[src/rtl/pipe_stage_buf.sv]
// Pipeline stage register with valid/ready handshake and a two-entry skid buffer.
// Supports per-entry kill (bubble conversion), synchronous flush and NOP output masking.
module pipe_stage_buf #(
  parameter int                DATA_W    = 64,
  parameter int                CTRL_W    = 32,
  parameter logic [CTRL_W-1:0] KILL_MASK = 32'h0000_000F,
  parameter logic [15:0]       NOP_INSTR = 16'h0800,
  parameter int                CNT_W     = 8
) (
  input  logic              clk,
  input  logic              rst,
  input  logic              in_valid,
  output logic              in_ready,
  input  logic              in_kill,
  input  logic [DATA_W-1:0] in_data,
  input  logic [CTRL_W-1:0] in_ctrl,
  input  logic [15:0]       in_instr,
  input  logic              flush,
  output logic              out_valid,
  input  logic              out_ready,
  output logic [DATA_W-1:0] out_data,
  output logic [CTRL_W-1:0] out_ctrl,
  output logic [15:0]       out_instr,
  output logic [1:0]        occupancy,
  output logic [CNT_W-1:0]  kill_cnt
);

  typedef enum logic [1:0] {
    S_EMPTY = 2'd0,
    S_ONE   = 2'd1,
    S_FULL  = 2'd2
  } state_t;

  state_t r_state;
  state_t w_state_next;

  logic [DATA_W-1:0] r_head_data;
  logic [CTRL_W-1:0] r_head_ctrl;
  logic [15:0]       r_head_instr;
  logic [DATA_W-1:0] r_skid_data;
  logic [CTRL_W-1:0] r_skid_ctrl;
  logic [15:0]       r_skid_instr;
  logic              r_out_valid;
  logic              r_in_ready;
  logic [CNT_W-1:0]  r_kill_cnt;

  logic              w_acc;
  logic              w_pop;
  logic [CTRL_W-1:0] w_in_ctrl;
  logic              w_load_head_in;
  logic              w_load_head_skid;
  logic              w_load_skid;

  assign w_acc     = in_valid & r_in_ready;
  assign w_pop     = r_out_valid & out_ready;
  assign w_in_ctrl = in_kill ? (in_ctrl & ~KILL_MASK) : in_ctrl;

  always_comb begin
    w_state_next     = r_state;
    w_load_head_in   = 1'b0;
    w_load_head_skid = 1'b0;
    w_load_skid      = 1'b0;
    case (r_state)
      S_EMPTY: begin
        if (w_acc) begin
          w_state_next   = S_ONE;
          w_load_head_in = 1'b1;
        end
      end
      S_ONE: begin
        if (w_acc && w_pop) begin
          w_load_head_in = 1'b1;
        end else if (w_acc) begin
          w_state_next = S_FULL;
          w_load_skid  = 1'b1;
        end else if (w_pop) begin
          w_state_next = S_EMPTY;
        end
      end
      S_FULL: begin
        if (w_pop) begin
          w_state_next     = S_ONE;
          w_load_head_skid = 1'b1;
        end
      end
      default: w_state_next = S_EMPTY;
    endcase
    // Flush wins over everything; a pop in the same cycle has already been taken downstream.
    if (flush) begin
      w_state_next     = S_EMPTY;
      w_load_head_in   = 1'b0;
      w_load_head_skid = 1'b0;
      w_load_skid      = 1'b0;
    end
  end

  always_ff @(posedge clk or negedge rst) begin
    if (!rst) begin
      r_state     <= S_EMPTY;
      r_out_valid <= 1'b0;
      r_in_ready  <= 1'b1;
    end else begin
      r_state     <= w_state_next;
      r_out_valid <= (w_state_next != S_EMPTY);
      r_in_ready  <= (w_state_next != S_FULL);
    end
  end

  always_ff @(posedge clk or negedge rst) begin
    if (!rst) begin
      r_head_data  <= '0;
      r_head_ctrl  <= '0;
      r_head_instr <= NOP_INSTR;
      r_skid_data  <= '0;
      r_skid_ctrl  <= '0;
      r_skid_instr <= NOP_INSTR;
    end else begin
      if (w_load_head_in) begin
        r_head_data  <= in_data;
        r_head_ctrl  <= w_in_ctrl;
        r_head_instr <= in_instr;
      end else if (w_load_head_skid) begin
        r_head_data  <= r_skid_data;
        r_head_ctrl  <= r_skid_ctrl;
        r_head_instr <= r_skid_instr;
      end
      if (w_load_skid) begin
        r_skid_data  <= in_data;
        r_skid_ctrl  <= w_in_ctrl;
        r_skid_instr <= in_instr;
      end
    end
  end

  always_ff @(posedge clk or negedge rst) begin
    if (!rst) begin
      r_kill_cnt <= '0;
    end else if (w_acc && in_kill && !flush && (r_kill_cnt != {CNT_W{1'b1}})) begin
      r_kill_cnt <= r_kill_cnt + CNT_W'(1);
    end
  end

  assign in_ready  = r_in_ready;
  assign out_valid = r_out_valid;
  assign out_data  = r_head_data;
  assign out_ctrl  = r_out_valid ? r_head_ctrl : '0;
  assign out_instr = r_out_valid ? r_head_instr : NOP_INSTR;
  assign occupancy = r_state;
  assign kill_cnt  = r_kill_cnt;

endmodule
[config.mk]
export PLATFORM = sky130hd
export DESIGN_NAME = pipe_stage_buf
export DESIGN_NICKNAME = d
export VERILOG_FILES = /design/src/rtl/pipe_stage_buf.sv
export SDC_FILE = /design/constraint.sdc
export NUM_CORES = 1
export LEC_CHECK = 0
export CAP_MARGIN = 20
export CORE_MARGIN = 3
export CORE_UTILIZATION = 35
export DETAILED_ROUTE_END_ITERATION = 8
export HOLD_SLACK_MARGIN = 0.08
export PLACE_DENSITY_LB_ADDON = 0.25
export SLEW_MARGIN = 20
export SYNTH_ARGS = -nofsm -noshare
export SYNTH_HDL_FRONTEND = slang
export SYNTH_SLANG_ARGS = --single-unit
[constraint.sdc]
create_clock -name clk -period 1.6 [get_ports clk]
set_clock_uncertainty 0.1 [all_clocks]
set_input_delay 0.32 -clock clk [delete_from_list [all_inputs] [get_ports clk]]
set_output_delay 0.32 -clock clk [all_outputs]
set_load 0.1 [all_outputs]
==> summary by stage <==
Synth
The number of standard cells after synthesis is 740. After synthesis, the most frequently instantiated cells are dfrtp_1, mux2_2, and3_1. The portion of the post-synthesis area used by sequential elements is between 50% and 60%. After synthesis the netlist holds a flip-flop and latch count of 236. The commonest register cell after synthesis is dfrtp_1. After synthesis, the share of flip-flops with an asynchronous set or reset is 100%. By area the synthesized netlist is led by dfrtp_1, mux2_2, a221o_1. dfrtp_1 takes more of the synthesized area than any other cell. Yosys mapped a number of flops with a built-in enable equal to 0. The number of synthesis warnings is 0.

The number of distinct library cells after synthesis is 34. The area share of the largest cell type after synthesis is between 50% and 60%. Summing every instance area after synthesis gives about 10000 um^2.

By instance count, the leading cell after synthesis is dfrtp_1. Synthesis produced a netlist with a net count of between 800 and 900. The mean instance size in the synthesized netlist is 13.6 um^2.

Critical path
The number of buffers and inverters on the critical path is 2. The launching element type of the critical path is a flop. The path type of the worst setup path is flop to primary output. The highest fanout seen on the critical path is 25. STA puts the critical path data arrival time at 1640 ps.

The cell with the largest stage delay on the worst path is dfrtp_4. The signal on the critical path passes through buf_16, and2_4, buf_12. The critical path's largest stage delay is between 500 and 600 ps.

For the worst setup path, the data required time is 1180 ps. Broken down by cell family, the worst path's largest delay share belongs to flip-flops. The endpoint class of the critical path is a primary output.

Pwr
In this run, flip-flops and latches consume 35.5% of the power. VDD sags by at most a little under 1 mV. The part of the power in combinational logic is a little over two fifths.

The clock network power share is roughly 23%. The switching part of the total is 37.4%. In this run the power density over the cells is 1510 nW/um^2. In this run the power spent charging and discharging nets is between 9 and 10 mW. Overall power consumption after layout is estimated at about 26 mW.

The internal power component is 16.0 mW. The cell leakage power is just under 8 nW.

Run status
The checks that failed: negative setup slack. The run finished, with violations left.

Timing
The total count of hold-check failures in the final report is 0. The final-layout worst hold slack is about 180 ps. The time the worst path needs with I/O delays and setup is slightly above 2000 ps. Setup repair after global routing could not meet its margin everywhere. The number of slew-limit violations in the final report is 0.

For the pin with the worst max-slew slack, the measured transition is approximately 350 ps. The remaining max-slew budget at the tightest pin is roughly 76%. The number of failing setup endpoints in the final timing report is 290. The least setup slack across all paths after layout is -457 ps. After layout, the worst path uses 129% of the clock period. The top achievable clock speed is approximately 0.5 GHz.

Detailed routing
The count of nets left with antenna violations after detail routing is 0. The total DRC errors in the routed layout is 0. The routed layout has approximately 8000 vias. The average routed wire per standard cell is approximately 23 um.

Using the TritonRoute via totals, the vias-per-cell ratio works out to approximately 5.5. The detailed router finished its first iteration with 567 violations. The pre-antenna-repair detailed-routing pass consisted of 4 iterations.

Wires add up to approximately 33000 um.

Final layout
The share of post-route cells with drive strength above 1 is between 40 and 50%. Cells fill 60.5% of the core in the end. The area growth from synthesis to layout is 68.8%. The filler-free cell count of the finished design is 1459. The net count of the finished layout is ~1200. 0 antenna diodes ended up in the layout.

Place
The final weighted congestion in routability-driven placement is 0.737. Before CTS, the worst setup slack after placement is -655 ps. The total of buffers placed on input and output ports is 241.

The wire-length estimate of the detail-placed layout is approximately 18000 um. Including well taps, the total number of placed cells is about 1300.

Die
Row generation in the floorplan step produced 61 rows. After floorplanning, the core was sized to cover 28000 um^2. For this configuration, the core starts out at a cell density of 35.8%.

The area of the die is roughly 30000 um^2. In this run the horizontal extent of the chip is 175 um. The number of top-level pins is about 240. The vertical die dimension is ~180 um.

Clock network
The tree built by TritonCTS fans out to roughly 240 sinks. The number of clock buffers added by TritonCTS is 26. The worst-case clock buffer depth is 3.

The root buffer selected by CTS is clkbuf_16. In this run the number of H-tree levels came out at 1. The TritonCTS clock tree is built.

After clock tree synthesis, the clock-pin slew on the worst setup and hold paths is around 60 ps. For the worst-skew pair, the clock arrives at the later sink with an insertion delay of ~520 ps.

GRT
The number of global-route vias before repair came to between 8000 and 9000. The global router's overall resource usage is around a fifth. Entering global routing, the biggest net connects 55 pins. The first global-routing pass estimated about 49000 um of wire. After global routing the overflow that remains totals 0. The initial antenna violation count is 2.

Flow run
The tool flagged a number of max-cap violations equal to 0.

Min path
The worst hold path belongs to the class input pin to asynchronous set/reset pin.
-- per-layer routing --
metal	routed length, um	vias up	GRT usage [%]
li1	-	3508	-
met1	14700	4182	28.3
met2	15500	283	31.6
met3	2580	43	5.49
met4	463	4	3.59
met5	18	-	0
-- area by class of cell --
cell class	instances	area, um^2
well taps	378	473
clock buffers	42	782
flip-flops and latches	236	5950
multi-input cells	438	4040
fillers	2118	11100
repair buffers	360	5640
inverters	2	7.51
clock inverters	3	40.0
-- cell families (layout without fill, tap and decap cells) --
kind of cell | count (synthesis) | in the layout | share of synthesized area, %
xor+xnor | 2 | 2 | 0.175
buf+inv | 69 | 407 | 3.67
mux | 117 | 117 | 13.1
flops | 236 | 236 | 58.9
simple gates | 189 | 192 | 11.8
compound gates | 126 | 126 | 12.2
fa+ha+maj | 1 | 1 | 0.125
-- power groups by stage --
stage | combinational [mW] | sequential, mW | clock, mW
after floorplan | 3.22 | 11.9 | 0
after global placement | 9.81 | 9.04 | 0
after detailed placement | 9.96 | 9.12 | 0
after CTS | 10.4 | 9.06 | 5.97
after global routing | 11.1 | 9.26 | 6.24
final | 10.7 | 9.07 | 5.81
-- sequential cells by signal (all words and copies together), names as in the netlist --
signal	count
r_skid_ctrl	32
r_head_instr	16
r_skid_instr	16
kill_cnt	8
out_valid	1
r_head_ctrl	32
occupancy	2
out_data	64
in_ready	1
r_skid_data	64
-- what timing repair did --
item	4_1_cts	5_1_grt
resized for setup	36	30
endpoints found under the hold margin	235	0
gates cloned	22	14
hold buffers	1	0
setup buffers	16	24
pin swaps	5	12
setup endpoints to repair	291	301
-- worst register-to-register path, stage by stage (launching register included) --
cell       delay, ps
dfstp_4          620
and4bb_4         280
a22oi_2           70
buf_6            130
buf_12           150
buf_12           130
clkbuf_16        150
a221o_1          290
-- through the flow --
step           area (um^2)  TNS [ps]
2_1_floorplan        10500    -72700
3_3_place_gp         14700   -129450
3_5_place_dp         14700   -137850
4_1_cts              16400   -102530
5_1_grt              16900   -112640
6_report             16900   -100310
-- layout by cell type, fill, tap and decap left out, types with 3 or more instances in the layout --
cell and count:
nor2b_1 4, and3_4 4, buf_16 18, buf_8 4
clkbuf_1 10, buf_6 16, and2_4 49, clkbuf_8 5
clkbuf_16 36, buf_12 157, mux2_2 115, and3_1 111
buf_4 36, dfrtp_1 220, dfrtp_2 4, nand2_8 3
nand2_1 6, a221o_1 112, bufbuf_16 3, dfrtp_4 9
clkdlybuf4s50_1 116, a21oi_1 4
-- final timing paths --
| kind | cells after the start | slack [ps] | from | endpoint |
|---|---|---|---|---|
| max | 3 | -460 | out_valid$_DFF_PN0_ | out_ctrl[25] |
| min | 2 | 180 | rst | r_head_ctrl[13]$_DFFE_PN0P_ |
| max reg2reg | 7 | -440 | in_ready$_DFF_PN1_ | out_data[53]$_DFFE_PN0P_ |
| min reg2reg | 1 | 400 | r_skid_data[26]$_DFFE_PN0P_ | r_skid_data[26]$_DFFE_PN0P_ |
| max in group asynchronous | 3 | 560 | rst | in_ready$_DFF_PN1_ |
| min in group clk | 2 | 340 | in_data[41] | r_skid_data[41]$_DFFE_PN0P_ |
(Power assumes the default switching activity.)
